**src/rtl/alu_pkg.sv**
```systemverilog
// Shared opcode and FSM encodings for the sequential ALU.
package alu_pkg;

  localparam logic [2:0] OP_ADD = 3'd0;
  localparam logic [2:0] OP_SUB = 3'd1;
  localparam logic [2:0] OP_AND = 3'd2;
  localparam logic [2:0] OP_OR  = 3'd3;
  localparam logic [2:0] OP_XOR = 3'd4;
  localparam logic [2:0] OP_SHL = 3'd5;
  localparam logic [2:0] OP_SHR = 3'd6;
  localparam logic [2:0] OP_MUL = 3'd7;

  typedef enum logic {
    ST_IDLE = 1'b0,
    ST_ITER = 1'b1
  } state_t;

endpackage

```
**src/rtl/alu_addsub.sv**
```systemverilog
// Combinational WIDTH-bit adder/subtractor with carry-out and signed overflow.
module alu_addsub #(
  parameter int WIDTH = 8
) (
  input  logic [WIDTH-1:0] a,
  input  logic [WIDTH-1:0] b,
  input  logic             sub,
  output logic [WIDTH-1:0] sum,
  output logic             cout,
  output logic             ovf
);

  logic [WIDTH-1:0] bx;
  logic [WIDTH:0]   full;
  logic             c_msb;

  assign bx    = b ^ {WIDTH{sub}};
  assign full  = {1'b0, a} + {1'b0, bx} + {{WIDTH{1'b0}}, sub};
  // Carry into the MSB recovered from the MSB sum bit and its two inputs.
  assign c_msb = full[WIDTH-1] ^ a[WIDTH-1] ^ bx[WIDTH-1];
  assign sum   = full[WIDTH-1:0];
  assign cout  = full[WIDTH];
  assign ovf   = c_msb ^ full[WIDTH];

endmodule

```
**src/rtl/alu_seq.sv**
```systemverilog
// Sequential ALU: single-cycle add/sub/logic, iterative shifts and shift-add multiply.
module alu_seq
  import alu_pkg::*;
#(
  parameter int WIDTH = 8,
  parameter int CW    = $clog2(WIDTH + 1)
) (
  input  logic             clk,
  input  logic             rst,
  input  logic             start,
  input  logic [2:0]       op,
  input  logic [WIDTH-1:0] a,
  input  logic [WIDTH-1:0] b,
  output logic             busy,
  output logic             done,
  output logic [WIDTH-1:0] result,
  output logic [WIDTH-1:0] hi,
  output logic             cout,
  output logic             ovf,
  output logic             zero,
  output logic             neg,
  output state_t           state_dbg
);

  localparam int SW = $clog2(WIDTH);

  // Handshake: start is accepted on any rising edge where busy=0 (state IDLE);
  // op/a/b are captured then. done is a one-cycle pulse marking the first cycle
  // the new result/flags are valid; starts seen while busy=1 are dropped.

  state_t           state;
  logic [2:0]       op_r;
  logic [CW-1:0]    count;
  logic [WIDTH-1:0] sh, mcand, mplier, acc;

  logic [WIDTH-1:0] as_a, as_b, as_sum;
  logic             as_sub, as_cout, as_ovf;

  logic [SW-1:0]    shamt;
  logic             is_shift;
  logic [WIDTH-1:0] alu_res;
  logic             alu_c, alu_o;

  logic [WIDTH-1:0] sh_step, acc_step, mpl_step;
  logic             sh_out;

  assign shamt     = b[SW-1:0];
  assign is_shift  = (op == OP_SHL) || (op == OP_SHR);
  assign busy      = (state == ST_ITER);
  assign state_dbg = state;

  // The adder serves the ADD/SUB path when idle and the partial-product add while iterating.
  always_comb begin
    as_a   = a;
    as_b   = b;
    as_sub = (op == OP_SUB);
    if (state == ST_ITER) begin
      as_a   = acc;
      as_b   = mplier[0] ? mcand : '0;
      as_sub = 1'b0;
    end
  end

  alu_addsub #(.WIDTH(WIDTH)) u_addsub (
    .a    (as_a),
    .b    (as_b),
    .sub  (as_sub),
    .sum  (as_sum),
    .cout (as_cout),
    .ovf  (as_ovf)
  );

  always_comb begin
    alu_res = a;
    alu_c   = 1'b0;
    alu_o   = 1'b0;
    case (op)
      OP_ADD, OP_SUB: begin
        alu_res = as_sum;
        alu_c   = as_cout;
        alu_o   = as_ovf;
      end
      OP_AND:  alu_res = a & b;
      OP_OR:   alu_res = a | b;
      OP_XOR:  alu_res = a ^ b;
      default: alu_res = a;
    endcase
  end

  always_comb begin
    sh_step  = (op_r == OP_SHL) ? {sh[WIDTH-2:0], 1'b0} : {1'b0, sh[WIDTH-1:1]};
    sh_out   = (op_r == OP_SHL) ? sh[WIDTH-1] : sh[0];
    acc_step = {as_cout, as_sum[WIDTH-1:1]};
    mpl_step = {as_sum[0], mplier[WIDTH-1:1]};
  end

  always_ff @(posedge clk) begin
    if (rst) begin
      state  <= ST_IDLE;
      op_r   <= OP_ADD;
      count  <= '0;
      sh     <= '0;
      mcand  <= '0;
      mplier <= '0;
      acc    <= '0;
      done   <= 1'b0;
      result <= '0;
      hi     <= '0;
      cout   <= 1'b0;
      ovf    <= 1'b0;
      zero   <= 1'b0;
      neg    <= 1'b0;
    end else begin
      done <= 1'b0;
      case (state)
        ST_IDLE: begin
          if (start) begin
            op_r   <= op;
            sh     <= a;
            mcand  <= a;
            mplier <= b;
            acc    <= '0;
            if (op == OP_MUL) begin
              count <= CW'(WIDTH);
              state <= ST_ITER;
            end else if (is_shift && (shamt != '0)) begin
              count <= CW'(shamt);
              state <= ST_ITER;
            end else begin
              result <= alu_res;
              hi     <= '0;
              cout   <= alu_c;
              ovf    <= alu_o;
              zero   <= (alu_res == '0);
              neg    <= alu_res[WIDTH-1];
              done   <= 1'b1;
            end
          end
        end
        ST_ITER: begin
          count <= count - CW'(1);
          if (op_r == OP_MUL) begin
            acc    <= acc_step;
            mplier <= mpl_step;
          end else begin
            sh <= sh_step;
          end
          // Only the final step publishes; intermediate values stay internal.
          if (count == CW'(1)) begin
            state <= ST_IDLE;
            done  <= 1'b1;
            if (op_r == OP_MUL) begin
              result <= mpl_step;
              hi     <= acc_step;
              cout   <= 1'b0;
              ovf    <= |acc_step;
              zero   <= (mpl_step == '0);
              neg    <= mpl_step[WIDTH-1];
            end else begin
              result <= sh_step;
              hi     <= '0;
              cout   <= sh_out;
              ovf    <= 1'b0;
              zero   <= (sh_step == '0);
              neg    <= sh_step[WIDTH-1];
            end
          end
        end
        default: state <= ST_IDLE;
      endcase
    end
  end

endmodule

```
**config.mk**
```make
export PLATFORM = sky130hd
export DESIGN_NAME = alu_seq
export DESIGN_NICKNAME = d
export VERILOG_FILES = /design/src/rtl/alu_pkg.sv /design/src/rtl/alu_addsub.sv /design/src/rtl/alu_seq.sv
export SDC_FILE = /design/constraint.sdc
export NUM_CORES = 1
export LEC_CHECK = 0
export CORE_AREA = 2 2 86 88
export DETAILED_ROUTE_END_ITERATION = 10
export DIE_AREA = 0 0 88 90
export HOLD_SLACK_MARGIN = 0.15
export PLACE_DENSITY_LB_ADDON = 0.2
export SYNTH_ARGS = -nofsm -noshare
export SYNTH_HDL_FRONTEND = slang
export SYNTH_HIERARCHICAL = 1
export SYNTH_SLANG_ARGS = --single-unit
```
**constraint.sdc**
```tcl
create_clock -name clk -period 9.61 [get_ports clk]
set_input_delay 1.922 -clock clk [delete_from_list [all_inputs] [get_ports clk]]
set_output_delay 1.922 -clock clk [all_outputs]
set_load 0.01 [all_outputs]
```
# Word level (Yosys, flattened, before mapping)
# Cells that the tools add are included.
[op_classes] add_sub_neg=3 n_mul=0 n_div=0 magnitude_cmp=0 n_eq_ne=17 n_shift=0 muxes=68 n_bitwise=8 n_reduce_logical=14
[op_table] op="2-to-1 mux 8 bit" n=20
[op_table] op="one-hot mux 8 bit (2 select lines)" n=5
[op_table] op="2-to-1 mux 1 bit" n=32
[op_table] op="one-hot mux 8 bit (4 select lines)" n=1
[op_table] op="logical NOT 8 bit" n=3
[op_table] op="equality test 3 bit, second input constant" n=6
[op_table] op="bitwise XOR 8 bit" n=2
[op_table] op="2-to-1 mux 4 bit" n=3
[op_table] op="one-hot mux 1 bit (2 select lines)" n=6
[op_table] op="adder 8 x 8 -> 9 bit" n=1
[op_table] op="adder 9 x 1 -> 9 bit" n=1
[op_table] op="bitwise AND 8 bit" n=1
[op_table] op="!= test 2 bit, second input constant" n=4
[op_table] op="bitwise OR 8 bit" n=1
[op_table] op="one-hot mux 4 bit (2 select lines)" n=1
[op_table] op="AND reduction 2 bit" n=4
[op_table] op="OR reduction 8 bit" n=1
[op_table] op="equality test 3 x 2 -> 1 bit, second input constant" n=2
[op_table] op="equality test 4 x 1 -> 1 bit, second input constant" n=1
[op_table] op="!= test 2 x 1 -> 1 bit, second input constant" n=2
[op_table] op="AND reduction 4 bit" n=1
[op_table] op="subtractor 4 x 1 -> 4 bit, second input constant" n=1
[op_table] op="equality test 3 x 1 -> 1 bit, second input constant" n=1
[op_table] op="logical NOT 3 bit" n=1
[op_table] op="other kinds (7)" n=9
[word_totals] regBits=61 latch_bits=0 mem_bits_rw=0 rom_bits=0 input_bits=22 out_inout_bits=23 mem_count=0

# Depth between registers and ports, before layout
# Gate-level depths: netlist of run 1.
[depth] word_depth=13 ltp_mapped=18 mapped_depth_nobuf=16

# Cells and area by module
# Netlist of run 1, hierarchy kept.
[modules_own_cells] module="alu_seq" instances=1 cells_per_inst=476 area_per_inst_um2=3613.5 seq_area_each_um2=1201.2
[modules_own_cells] module="alu_addsub" instances=1 cells_per_inst=58 area_per_inst_um2=459.2 seq_area_each_um2=0.0

# Worst setup path before layout of run 1
# OpenSTA, ideal clock, no wires.
[synth_timing] kind="input-to-reg" start="in op[2]" end="reg zero" setup_time_ps=131 arrival_time_ps=4839 required_ps=9479 path_slack_ps=4640 cell_stages=18 path_cell_list="buf_2 > buf_1 > nor3_1 > and2_1 > buf_6 > xor2_1 > inv_1 > fa_1 > nor2b_1 > o21ai_0 > a21oi_1 > nor2_1 > xnor2_1 > a21oi_1 > a32o_1 > nor4b_1 > nand4_1 > a41oi_2"
[synth_via] elab_chain_cells=11 word_cells_on_any_way=27 classes_between="add/sub: 2; eq/ne: 9; mux: 8; bitwise: 1; reduce/logical: 7"
[synth_lines] item="start, declared" line_no="alu_seq.sv:11" rtl="input logic [2:0] op,"
[synth_lines] item="equality test 3 x 1 -> 1 bit *" line_no="alu_seq.sv:56" rtl="as_sub = (op == OP_SUB);"
[synth_lines] item="2-to-1 mux 1 bit *" line_no="alu_seq.sv:57" rtl="if (state == ST_ITER) begin"
[synth_lines] item="named net as_sub" line_no="alu_seq.sv:37" rtl="logic as_sub, as_cout, as_ovf;"
[synth_lines] item="bitwise XOR 8 bit" line_no="alu_addsub.sv:17" rtl="assign bx = b ^ {WIDTH{sub}};"
[synth_lines] item="adder 8 x 8 -> 9 bit" line_no="alu_addsub.sv:18" rtl="assign full = {1'b0, a} + {1'b0, bx} + {{WIDTH{1'b0}}, sub};"
[synth_lines] item="adder 9 x 1 -> 9 bit *" line_no="alu_addsub.sv:18"
[synth_lines] item="named net as_sum[6]" line_no="alu_seq.sv:36" rtl="logic [WIDTH-1:0] as_a, as_b, as_sum;"
[synth_lines] item="one-hot mux 8 bit (4 select lines) *" line_no="alu_seq.sv:77" rtl="case (op)"
[synth_lines] item="logical NOT 8 bit *" line_no="alu_seq.sv:134" rtl="zero <= (alu_res == '0);"
[synth_lines] item="2-to-1 mux 1 bit *" line_no="alu_seq.sv:126" rtl="end else if (is_shift && (shamt != '0)) begin"
[synth_lines] item="2-to-1 mux 1 bit *" line_no="alu_seq.sv:123" rtl="if (op == OP_MUL) begin"
[synth_lines] item="2-to-1 mux 1 bit *" line_no="alu_seq.sv:117" rtl="if (start) begin"
[synth_lines] item="one-hot mux 1 bit (2 select lines) *" line_no="alu_seq.sv:115" rtl="case (state)"
[synth_lines] item="end signal, assigned" line_no="alu_seq.sv:134"
[synth_lines] item="end signal, assigned" line_no="alu_seq.sv:157" rtl="zero <= (mpl_step == '0);"
[synth_lines] item="end signal, assigned" line_no="alu_seq.sv:164" rtl="zero <= (sh_step == '0);"
[synth_lines] item="end, declared" line_no="alu_seq.sv:20" rtl="output logic zero,"
# The timed path passes the listed nets; every way through them passes the cells marked *. The select of a mux whose other input is x is not followed.
# A chain may end at the register's enable or synchronous reset.

# Final worst setup path of run 1
[layout_timing] start="in op[1]" end="reg zero"
# The elaborated chain is that of the path after synthesis.

==> results of run 1 <==
==> kinds of logic (layout without fill, tap and decap cells) <==
kind of cell | count (synthesis) | after routing | share of synthesized area (%)
buffers and inverters | 65 | 90 | 7.527
multiplexers | 18 | 18 | 4.547
adder cells (fa/ha/maj) | 26 | 26 | 8.172
XOR/XNOR | 17 | 17 | 3.656
AO/OA/AOI/OAI | 146 | 146 | 24.52
flip-flops | 60 | 60 | 29.49
AND/OR/NAND/NOR | 202 | 202 | 22.09
==> sequential cells by signal, summed over array words and instances (netlist names), 3 cells and up <==
name / cells
mplier: 8
result: 7
count: 4
op_r: 3
hi: 8
mcand: 8
acc: 8
sh: 8
==> how the worst max path moves through the flow <==
| stage | endpoint | slack, ns | cells after the start |
|---|---|---|---|
| after CTS | zero$_SDFFE_PP0P_ | 4.06 | 17 |
| after floorplan | zero$_SDFFE_PP0P_ | 4.64 | 18 |
| after global routing | zero$_SDFFE_PP0P_ | 3.68 | 17 |
| after global placement | zero$_SDFFE_PP0P_ | 3.92 | 17 |
| final | zero$_SDFFE_PP0P_ | 3.98 | 17 |
| after detailed placement | zero$_SDFFE_PP0P_ | 3.73 | 17 |
==> metrics by stage <==
stage	total power, mW	instances
after global placement	0.4878	643
final	0.6928	658
after global routing	0.7281	658
after floorplan	0.4284	534
after detailed placement	0.4925	643
after CTS	0.6887	658
==> area by class of cell <==
type | count | area (um2) | area share, %
clock buffers | 9 | 123.9 | 2.677
clock inverters | 6 | 41.29 | 0.8924
inverters | 26 | 97.59 | 2.109
multi-input cells | 409 | 2565 | 55.44
flip-flops and latches | 60 | 1202 | 25.99
well taps | 99 | 123.9 | 2.677
repair buffers | 49 | 473.0 | 10.22
==> cell usage after synthesis, types with 15 or more instances <==
library cell	count	area share, %
nor3_1	20	2.5
o21ai_0	22	2.7
nand2_1	75	6.9
ha_1	25	7.7
a21oi_1	41	5.0
nand3_1	18	2.2
clkbuf_1	16	1.5
o211ai_1	15	2.8
a211oi_1	24	4.4
inv_1	26	2.4
dfxtp_1	60	29
mux2i_1	16	3.9
nor2_1	59	5.4
==> layer usage <==
| metal | GRT usage, % | routed length, um | vias to the layer above |
|---|---|---|---|
| li1 | - | - | 1919 |
| met1 | 42.51 | 5166 | 1924 |
| met2 | 47.85 | 5481 | 184 |
| met3 | 6.428 | 854 | 37 |
| met4 | 13.59 | 398 | 0 |
| met5 | 0 | 0 | - |
==> worst max-delay path, cell delays in order <==
cell,delay [ns]
clkdlybuf4s50_1,0.40
buf_4,0.21
nor3_1,0.36
and2_1,0.47
xor2_1,0.28
inv_1,0.10
fa_1,0.44
nor2b_1,0.14
o21ai_0,0.13
a21oi_1,0.23
nor2_1,0.08
xnor2_1,0.30
a21oi_1,0.11
a32o_1,0.24
nor4b_1,0.15
nand4_1,0.13
a41oi_2,0.11
==> power groups by stage <==
stage,logic [mW],clock network (mW),registers (mW)
global placement,0.201,0,0.287
floorplan,0.145,0,0.283
finish,0.211,0.199,0.283
global route,0.228,0.215,0.285
detailed placement,0.205,0,0.288
CTS,0.206,0.200,0.282
==> flow_summary.yaml, run 1 <==
status:
  status: "completed"
cells_and_area:
  diodes: 0
  area_delta_synth_final_pct: 13.61
  layout.nets: 603
  utilization_pct: 65.91
  fillers: 621
  mostFrequentLayoutCell: "nand2_1"
  mostFrequentLayoutCells: "75 x nand2_1, 59 x nor2_1, 59 x dfxtp_1, 43 x clkdlybuf4s50_1, 41 x a21oi_1"
  fin_area_um2: 4627
  drive_gt1_share_pct: 6.440
sta:
  finalHoldViolations: 0
  final-max-slew-violation-count: 0
  post-route-period-util_pct: 58.62
  period_needed_ns: 5.633
  holdWs_ns: 0.4607
  setup_tns_ns: 0
  relSlewSlack_pct: 26.48
  worst_slew_pin_slew_ns: 1.103
  finalSetupViolCount: 0
  setup_slack_ns: 3.977
  rsz0062_at_grt: "no"
  fin_skew_ns: 0.01018
  fmax_ghz: 0.1775
cts:
  ctsHoldBuffers: 0
  h-tree-depth: 3
  clkSlewWorstSetupHoldPaths_ns: 0.07
  cts_buffer_depth: 2
  root_buffer: "clkbuf_8"
  cts_made_buffers: 9
  clk_latency_ns: 0.35
  cts_sinks: 60
  post_cts_buffers: 0
  cts_resized: 0
  cts_tree: "yes"
setup_path:
  crit_fanout: 24
  crit_required_ns: 9.80
  regToRegEndpoint: "zero$_SDFFE_PP0P_"
  rr_worst_depth: 16
  critical_path_class: "in -> reg"
  crit_start: "op[1]"
  timing.rr.start: "busy$_SDFF_PP0_"
  start_kind: "input pin"
  worstSetupEndpointType: "flop"
  r2r_slack_ns: 5.43
  cp_data_arrival_time_ns: 5.82
floorplan:
  core_area_um2: 7020
  die_h_um: 90
  start_util_pct: 58.01
  rows: 31
  dieArea_um2: 7920
  io_pins: 45
  fp.dieW_um: 88
yosys:
  syn_avg_cell_area_um2: 7.627
  synth_edf_count: 0
  syn-cell-area_um2: 4073
  ys_ff_latch: 60
  synthArstFlopShare_pct: 0
  synth_fp_nets: 582
  syn_inst: 534
  yosysWarnings: 6
  synthDistinctLibCells: 56
  yosysSeqAreaShare_pct: 29.49
  ys.flop_type: "dfxtp_1"
routing:
  vias: 4064
  dr.first_iter.drc_count: 343
  via_per_inst: 6.176
  drc: 0
  drt-total-wl_um: 11900
  wire_per_inst_um: 18.09
  ant_nets: 0
  firstDrtPassIters: 4
placed_design:
  placed_area_um2: 4462
  io_buffers: 44
  dp_hpwl_um: 8427
  pre_cts_ws_ns: 3.734
  gp_congestion: 0.9365
hold_path:
  hold_end: "result[0]$_SDFFE_PP0P_"
  hold_depth: 2
  min_from: "result[0]$_SDFFE_PP0P_"
  hold_path_class: "reg -> reg"
global_route:
  antenna_found_initial: 0
  grt_usage_pct: 31.39
  grt_pass1_vias: 3918
  overflow: 0
  grt_max_degree: 61
  grt_first_pass_wirelength_um: 19460
power:
  p_per_area_nw_per_um2: 149.7
  leakage_nw: 1.766
  clockPowerShare_pct: 28.8
  power.share.switching_pct: 36.51
  p_int_mw: 0.4399
  power_switching_mw: 0.2529
  vdd_drop_max_mv: 0.1029
  combPwrFrac_pct: 30.4
  seqPwrFrac_pct: 40.8
run:
  maxCapViolCount: 0
(Power assumes the default switching activity.)
==> inputs of run 2 (changes only) <==
CORE_AREA = 2 2 88 90   (was 2 2 86 88)
DIE_AREA = 0 0 90 92   (was 0 0 88 90)
clock period = 5.25 ns   (was 9.61 ns; I/O delays follow)
==> run 2 against run 1 <==
Final cell count grew 0.91%. Via count fell by 0.74%. Non-clock buffer count is 2 higher. Flip-flop and latch count did not move. Sequential share of layout area shrank 0.35 points. Power is 96% higher. Sequential power up 84%. Clock skew down 0.0012 ns. Clock-buffer cell count increased by 1. Critical path depth shrank 1. Critical endpoint unchanged.
==> flow_summary.yaml, run 2 (synthesis results as in run 1) <==
hold_path:
  hold_path_class: "reg -> reg"
  hold_depth: 2
sta:
  holdWs_ns: 0.4575
  fin_skew_ns: 0.008966
  fmax_ghz: 0.2219
  final-max-slew-violation-count: 0
  worst_slew_pin_slew_ns: 1.188
  setup_tns_ns: 0
  period_needed_ns: 4.506
  rsz0062_at_grt: "no"
  post-route-period-util_pct: 85.82
  finalHoldViolations: 0
  finalSetupViolCount: 0
  setup_slack_ns: 0.7444
  relSlewSlack_pct: 20.63
run:
  maxCapViolCount: 0
global_route:
  antenna_found_initial: 0
  use_met3_pct: 5.012
  met1_usage_pct: 40.19
  met2_usage_pct: 47.18
  grt_max_degree: 61
  grt_pass1_vias: 3780
  overflow: 0
  grt_first_pass_wirelength_um: 19580
  top_usage_layer: "met2"
  grt_usage_pct: 29.56
cts:
  post_cts_buffers: 0
  h-tree-depth: 3
  cts_tree: "yes"
  cts_buffer_depth: 2
  clk_latency_ns: 0.35
  cts_resized: 0
  ctsHoldBuffers: 0
  clkSlewWorstSetupHoldPaths_ns: 0.07
  root_buffer: "clkbuf_8"
  cts_made_buffers: 9
  cts_sinks: 60
placed_design:
  pre_cts_ws_ns: 0.5586
  post-place-cells: 648
  dp_hpwl_um: 8452
  gp_congestion: 0.9916
  placed_area_um2: 4481
  io_buffers: 44
setup_path:
  worstSetupEndpointType: "flop"
  crit_required_ns: 5.44
  crit_chain: "clkdlybuf4s50_1, nor3_1, and2_1, buf_4, mux2i_2, fa_1, nor2b_1, o21ai_0, a21oi_1, nor2_1, xnor2_1, a21oi_1, a32o_1, nor4b_1, nand4_1, a41oi_2"
  critPathMaxStageDelay_ns: 0.51
  critPathSlowestCell: "nor3_1"
  start_kind: "input pin"
  crit_path_frequent_cell: "a21oi_1"
  rr_worst_depth: 15
  cp_data_arrival_time_ns: 4.70
  critical_path_class: "in -> reg"
  crit_fanout: 7
cells_and_area:
  mostFrequentLayoutCells: "75 x nand2_1, 59 x nor2_1, 59 x dfxtp_1, 43 x clkdlybuf4s50_1, 41 x a21oi_1"
  layout.nets: 605
  area_delta_synth_final_pct: 15.15
  diodes: 0
  drive_gt1_share_pct: 6.940
  fillers: 689
  mostFrequentLayoutCell: "nand2_1"
  fin_area_um2: 4690
  fin_cells: 664
floorplan:
  rows: 32
  die_h_um: 92
  start_util_pct: 54.69
  dieArea_um2: 8280
  fp.dieW_um: 90
  core_area_um2: 7447
  io_pins: 45
power:
  vdd_drop_max_mv: 0.2201
  p_per_area_nw_per_um2: 289.0
  leakage_nw: 1.798
routing:
  dr.first_iter.drc_count: 370
  drt-total-wl_um: 12060
  ant_nets: 0
  wire_per_inst_um: 18.16
  drc: 0
  firstDrtPassIters: 6
  via_per_inst: 6.075
  vias: 4034
status:
  status: "completed"
-- run 2: changes by cell type in the layout (fill, tap and decap cells not counted) --
cell,change
buf_4,+2
bufinv_16,+1
clkbuf_8,+1
clkinv_2,-2
clkinv_4,+2
clkinvlp_4,-1
-- run 2: area by class of cell --
class | instances | area, um2 | share of cell area (%)
well taps | 102 | 127.6 | 2.721
multi-input cells | 409 | 2565 | 54.70
repair buffers | 51 | 488.0 | 10.41
clock inverters | 6 | 71.32 | 1.521
flip-flops and latches | 60 | 1202 | 25.64
inverters | 26 | 97.59 | 2.081
clock buffers | 10 | 137.6 | 2.935
-- run 2: power by group --
| part | switching [mW] | total, mW | internal, mW |
|---|---|---|---|
| logic | 0.231 | 0.390 | 0.159 |
| clock network | 0.210 | 0.445 | 0.235 |
| registers | 0.0357 | 0.520 | 0.484 |
-- run 2: per-stage QoR --
stage	util, %	power, mW
2_1_floorplan	-	0.7842
3_3_place_gp	60.16	0.9035
3_5_place_dp	60.16	0.9093
4_1_cts	62.97	1.354
5_1_grt	62.97	1.419
6_report	62.97	1.355
-- run 2: critical path: cells and delay by family --
family	cells	cell delay, ns
AO/OA/AOI/OAI	5	0.86
XOR/XNOR	1	0.35
adder cells (fa/ha/maj)	1	0.42
buffers and inverters	2	0.63
multiplexers	1	0.13
AND/OR/NAND/NOR	6	1.26
-- run 2: metal layers --
metal / part of all wire, % / wire length [um]
met1: 43 / 5190
met2: 46 / 5591
met3: 8.2 / 990
met4: 2.3 / 282
met5: 0 / 0
-- run 2: worst paths after layout --
path | from | to | slack [ns]
min reg2reg | hi[2]$_SDFFE_PP0P_ | hi[2]$_SDFFE_PP0P_ | 0.46
min | hi[2]$_SDFFE_PP0P_ | hi[2]$_SDFFE_PP0P_ | 0.46
max reg2reg | busy$_SDFF_PP0_ | zero$_SDFFE_PP0P_ | 1.19
max | op[2] | zero$_SDFFE_PP0P_ | 0.74
==> inputs of run 3 (changes only) <==
CAP_MARGIN = 20   (was unset)
==> run 3 against run 2 <==
Critical path depth did not move. Sequential power barely moved. Register-to-register slack barely moved. Worst setup slack got worse by 0.018 ns. First-iteration DRC count fell by 11%. Clock skew rose by 0.0050 ns. Sequential share of layout area barely moved. Clock-buffer cell count did not move. Design area rose by 0.16%. Flip-flop and latch count did not move. Worst hold slack barely moved. Utilization rose by 0.10 points. Critical endpoint unchanged. Largest cell class unchanged.
==> flow_summary.yaml, run 3 (synthesis results as in run 1) <==
status:
  status: "completed"
power:
  vdd_drop_max_mv: 0.2194
  power.total_mw: 1.361
  p_per_area_nw_per_um2: 289.9
  leakage_nw: 1.803
sta:
  period_needed_ns: 4.524
  finalSetupViolCount: 0
  worst_slew_pin_slew_ns: 1.131
  setup_tns_ns: 0
  fin_skew_ns: 0.01396
  post-route-period-util_pct: 86.17
  holdWs_ns: 0.4575
  final-max-slew-violation-count: 0
  relSlewSlack_pct: 24.62
  fmax_ghz: 0.2210
  finalHoldViolations: 0
  rsz0062_at_grt: "no"
routing:
  wire_per_inst_um: 18.27
  drc: 0
  vias: 4030
  firstDrtPassIters: 5
  ant_nets: 0
  dr.first_iter.drc_count: 329
  drt-total-wl_um: 12150
  via_per_inst: 6.060
floorplan:
  io_pins: 45
  rows: 32
  die_h_um: 92
  dieArea_um2: 8280
  start_util_pct: 54.69
  core_area_um2: 7447
  fp.dieW_um: 90
setup_path:
  crit_start: "op[2]"
  cp_data_arrival_time_ns: 4.72
  start_kind: "input pin"
  crit_required_ns: 5.45
  crit_path_frequent_cell: "a21oi_1"
  crit_chain: "clkdlybuf4s50_1, nor3_1, and2_1, xor2_1, inv_1, fa_1, nor2b_1, o21ai_0, a21oi_1, nor2_1, xnor2_1, a21oi_1, a32o_1, nor4b_1, nand4_1, a41oi_2"
  crit_family: "simple AND/OR/NAND/NOR gates"
  timing.rr.start: "busy$_SDFF_PP0_"
  crit_fanout: 4
  worstSetupEndpointType: "flop"
  critical_path_class: "in -> reg"
  r2r_slack_ns: 1.19
  critPathMaxStageDelay_ns: 0.52
  path_buf_inv: 2
  critPathSlowestCell: "nor3_1"
cells_and_area:
  diodes: 0
  fillers: 689
  layout.nets: 606
  mostFrequentLayoutCells: "75 x nand2_1, 59 x nor2_1, 59 x dfxtp_1, 43 x clkdlybuf4s50_1, 41 x a21oi_1"
  drive_gt1_share_pct: 7.105
  mostFrequentLayoutCell: "nand2_1"
  area_delta_synth_final_pct: 15.33
cts:
  cts_tree: "yes"
  clkSlewWorstSetupHoldPaths_ns: 0.07
  h-tree-depth: 3
  clk_latency_ns: 0.35
  root_buffer: "clkbuf_8"
  cts_resized: 0
  post_cts_buffers: 0
  ctsHoldBuffers: 0
  cts_sinks: 60
  cts_buffer_depth: 2
  cts_made_buffers: 9
placed_design:
  gp_congestion: 0.9916
  dp_hpwl_um: 8452
  io_buffers: 44
hold_path:
  hold_path_class: "reg -> reg"
  min_from: "hi[2]$_SDFFE_PP0P_"
run:
  maxCapViolCount: 0
global_route:
  antenna_found_initial: 0
  grt_pass1_vias: 3780
  overflow: 0
  grt_max_degree: 61
  grt_usage_pct: 29.56
  grt_first_pass_wirelength_um: 19580
[run 3: cell types whose count changed in the layout (fill, tap and decap cells not counted)]
cell	previous run	this run
buf_4	7	8
[run 3: metal layers]
layer / track usage, % / vias to the layer above / routed length, um
met3: 5.012 / 24 / 852
met4: 11.03 / 0 / 219
li1: - / 1934 / -
met5: 0 / - / 0
met2: 47.18 / 197 / 5667
met1: 40.19 / 1875 / 5409
[run 3: cell type report]
class | instances | area, um2 | area share (%)
Tap cell | 102 | 127.6 | 2.717
Multi-Input combinational cell | 409 | 2565 | 54.61
Inverter | 26 | 97.59 | 2.078
Sequential cell | 60 | 1202 | 25.60
Timing Repair Buffer | 52 | 495.5 | 10.55
Clock inverter | 6 | 71.32 | 1.518
Clock buffer | 10 | 137.6 | 2.930
[run 3: path summary, 6_finish.rpt]
check / cells after the start / endpoint
max: 16 / zero$_SDFFE_PP0P_
min: 2 / hi[2]$_SDFFE_PP0P_
max reg2reg: 15 / zero$_SDFFE_PP0P_
min reg2reg: 2 / hi[2]$_SDFFE_PP0P_
[run 3: stage by stage]
step / instances / worst slack, ns / area [um2] / util [%]
2_1_floorplan: 534 / 1.152 / 4073 / -
3_3_place_gp: 648 / 0.7107 / 4481 / 60.16
3_5_place_dp: 648 / 0.5586 / 4481 / 60.16
4_1_cts: 664 / 0.8444 / 4690 / 62.97
5_1_grt: 665 / 0.5010 / 4697 / 63.07
6_report: 665 / 0.7260 / 4697 / 63.07
[run 3: worst reg2reg max path, cell delays in order (launching register included)]
cell and delay, ns:
dfxtp_2 0.77, and2_1 0.49, a21o_1 0.19, xor2_1 0.22, inv_1 0.10, fa_1 0.43, nor2b_1 0.14, o21ai_0 0.11
a21oi_1 0.27, nor2_1 0.09, xnor2_1 0.34, a21oi_1 0.12, a32o_1 0.25, nor4b_1 0.15, nand4_1 0.13, a41oi_2 0.11
[run 3: where the power goes]
part / internal, mW / leakage [nW] / switching (mW)
combinational: 0.160 / 1.21 / 0.231
sequential: 0.484 / 0.492 / 0.0361
clock: 0.235 / 0.0991 / 0.215
==> RTL edit, RTL diff (config.mk and constraints of run 3) <==
`WIDTH` is set to 8 in 2 places; all go to 4.
--- a/src/rtl/alu_addsub.sv
+++ b/src/rtl/alu_addsub.sv
@@ -1,6 +1,6 @@
 // Combinational WIDTH-bit adder/subtractor with carry-out and signed overflow.
 module alu_addsub #(
-  parameter int WIDTH = 8
+  parameter int WIDTH = 4
 ) (
   input  logic [WIDTH-1:0] a,
   input  logic [WIDTH-1:0] b,
--- a/src/rtl/alu_seq.sv
+++ b/src/rtl/alu_seq.sv
@@ -2,7 +2,7 @@
 module alu_seq
   import alu_pkg::*;
 #(
-  parameter int WIDTH = 8,
+  parameter int WIDTH = 4,
   parameter int CW    = $clog2(WIDTH + 1)
 ) (
   input  logic             clk,
Ports: changed (resized a, b, hi and result); port bits go from 45 to 29. No check against the original RTL was run, so the function may have changed too.
==> RTL edit against run 3 <==
Global-route usage down 14 points. Power down 49%. Synthesized cell count down 48%. Final area down 42%. Sequential cell count down 25. Worst setup slack better by 0.52 ns. Wire length down 52%. First-iteration DRC count down 70%. Synthesized area down 43%. Highest routed layer unchanged. Maximum frequency up 13%.
==> RTL edit: results (changes against run 3) <==
worst hold slack across all endpoints 0.459 ns (was 0.457 ns); wire length of the first global-routing pass 10.0 mm (was 19.6 mm); cell family contributing the most delay on the critical path compound AO/OA/AOI/OAI gates (was simple AND/OR/NAND/NOR gates); pin count of the biggest net entering global routing 29 (was 61); maximum buffer depth of the clock tree 2 (unchanged); TritonCTS buffer count 5 (was 9); clock insertion delay at the later pin of the skew report 0.29 ns (was 0.35 ns); antenna violations before repair 0 (unchanged); master cell of the clock root buffer clkbuf_8 (unchanged); Worst Clk Skew 0.00872 ns (was 0.0140 ns); GPL Wtd Cong 0.800 (was 0.992); overall routing resource usage 15.1% (was 29.6%); TritonRoute pass-1 iters 4 (was 5); leakage power total 1.08 nW (was 1.80 nW); most common library cells after synthesis 35 x dfxtp_1, 33 x nand2_1, 27 x nor2_1, 15 x a21oi_1, 15 x inv_1 (was 75 x nand2_1, 60 x dfxtp_1, 59 x nor2_1, 41 x a21oi_1, 26 x inv_1); Via-to-Cell Ratio 4.89 (was 6.06); Worst slew margin 40.2% (was 24.6%); Worst VDD drop 0.109 mV (was 0.219 mV); sequential area share after synthesis 30.4% (was 29.5%); Final Net Count 327 (was 606); biggest fanout along the worst timing path 15 (was 4); count of H-tree levels built during CTS 2 (was 3); number of global-route vias before repair 2,016 (was 3,780); drt first-iter violations 100 (was 329); top post-synthesis cells by area dfxtp_1 30%, ha_1 7.1%, nand2_1 5.4% (was dfxtp_1 29%, ha_1 7.7%, nand2_1 6.9%); library cell contributing the largest single delay on the critical path clkdlybuf4s50_1 (was nor3_1); delay contributed by the slowest stage of the critical path 0.40 ns (was 0.52 ns); Synth cell types 54 (was 56); worst reg-to-reg path cell count 10 (was 15); register-to-register setup slack 1.77 ns (was 1.19 ns); post-synth net total 308 (was 582); Gates resized, CTS repair 0 (unchanged); number of port buffers 28 (was 44); number of warnings issued by yosys 6 (unchanged); drt wl/cell 14.5 µm (was 18.3 µm); count of cells along the worst hold path 2 (unchanged); type of the worst min-delay path flop to flop (unchanged); layout cell share with drive strength beyond 1 8.00% (was 7.10%); run status finished, final reports clean (unchanged); share of synthesized registers carrying an async set or reset 0% (unchanged); buffers inserted by post-CTS timing repair 0 (unchanged); register clock-pin slew on the reported worst setup and hold paths 0.07 ns (about the same); Crit path arrival time 4.23 ns (was 4.72 ns); post-detail-place hpwl 4.44 mm (was 8.45 mm); total inserted antenna cells 0 (unchanged)
-- RTL edit: routing by layer --
metal / vias up / wire (µm) / track usage, %
met5: - / 0 / 0
met4: 0 / 106 / 4.74
met3: 8 / 189 / 2.79
met2: 37 / 2780 / 26.0
met1: 903 / 2750 / 19.1
li1: 1018 / - / -
-- RTL edit: final timing paths --
path	endpoint	start
max	zero$_SDFFE_PP0P_	op[2]
min	mcand[3]$_SDFFE_PP0P_	mcand[3]$_SDFFE_PP0P_
max reg2reg	zero$_SDFFE_PP0P_	busy$_SDFF_PP0_
min reg2reg	mcand[3]$_SDFFE_PP0P_	mcand[3]$_SDFFE_PP0P_
-- RTL edit: logic make-up after synthesis --
family                   share of synthesized area, %
multiplexers                                     7.50
flip-flops                                       30.4
AND/OR/NAND/NOR                                  21.1
adder cells (fa/ha/maj)                          7.93
AO/OA/AOI/OAI                                    21.1
XOR/XNOR                                         4.08
buffers and inverters                            7.83
-- RTL edit: layout make-up --
class	instances	area, µm²
Sequential cell	35	701
Multi-Input combinational cell	209	1420
Clock buffer	6	72.6
Clock inverter	2	12.5
Fill cell	797	4740
Inverter	15	56.3
Timing Repair Buffer	33	318
Tap cell	102	128
-- RTL edit: per-stage QoR --
stage	total power (W)	cell area, µm²	setup slack, ns	std cells
after floorplan	0.000444	2300	1.69	280
after global placement	0.000505	2620	1.05	394
after detailed placement	0.000505	2620	0.952	394
after CTS	0.000707	2710	1.23	402
after global routing	0.000737	2710	0.879	402
final	0.000694	2710	1.25	402
-- RTL edit: power by group --
group,total (W),switching [W],internal [W]
Combinational,0.000195,0.000104,0.0000905
Sequential,0.000304,0.0000200,0.000284
Clock,0.000196,0.000103,0.0000928
Total,0.000694,0.000227,0.000467
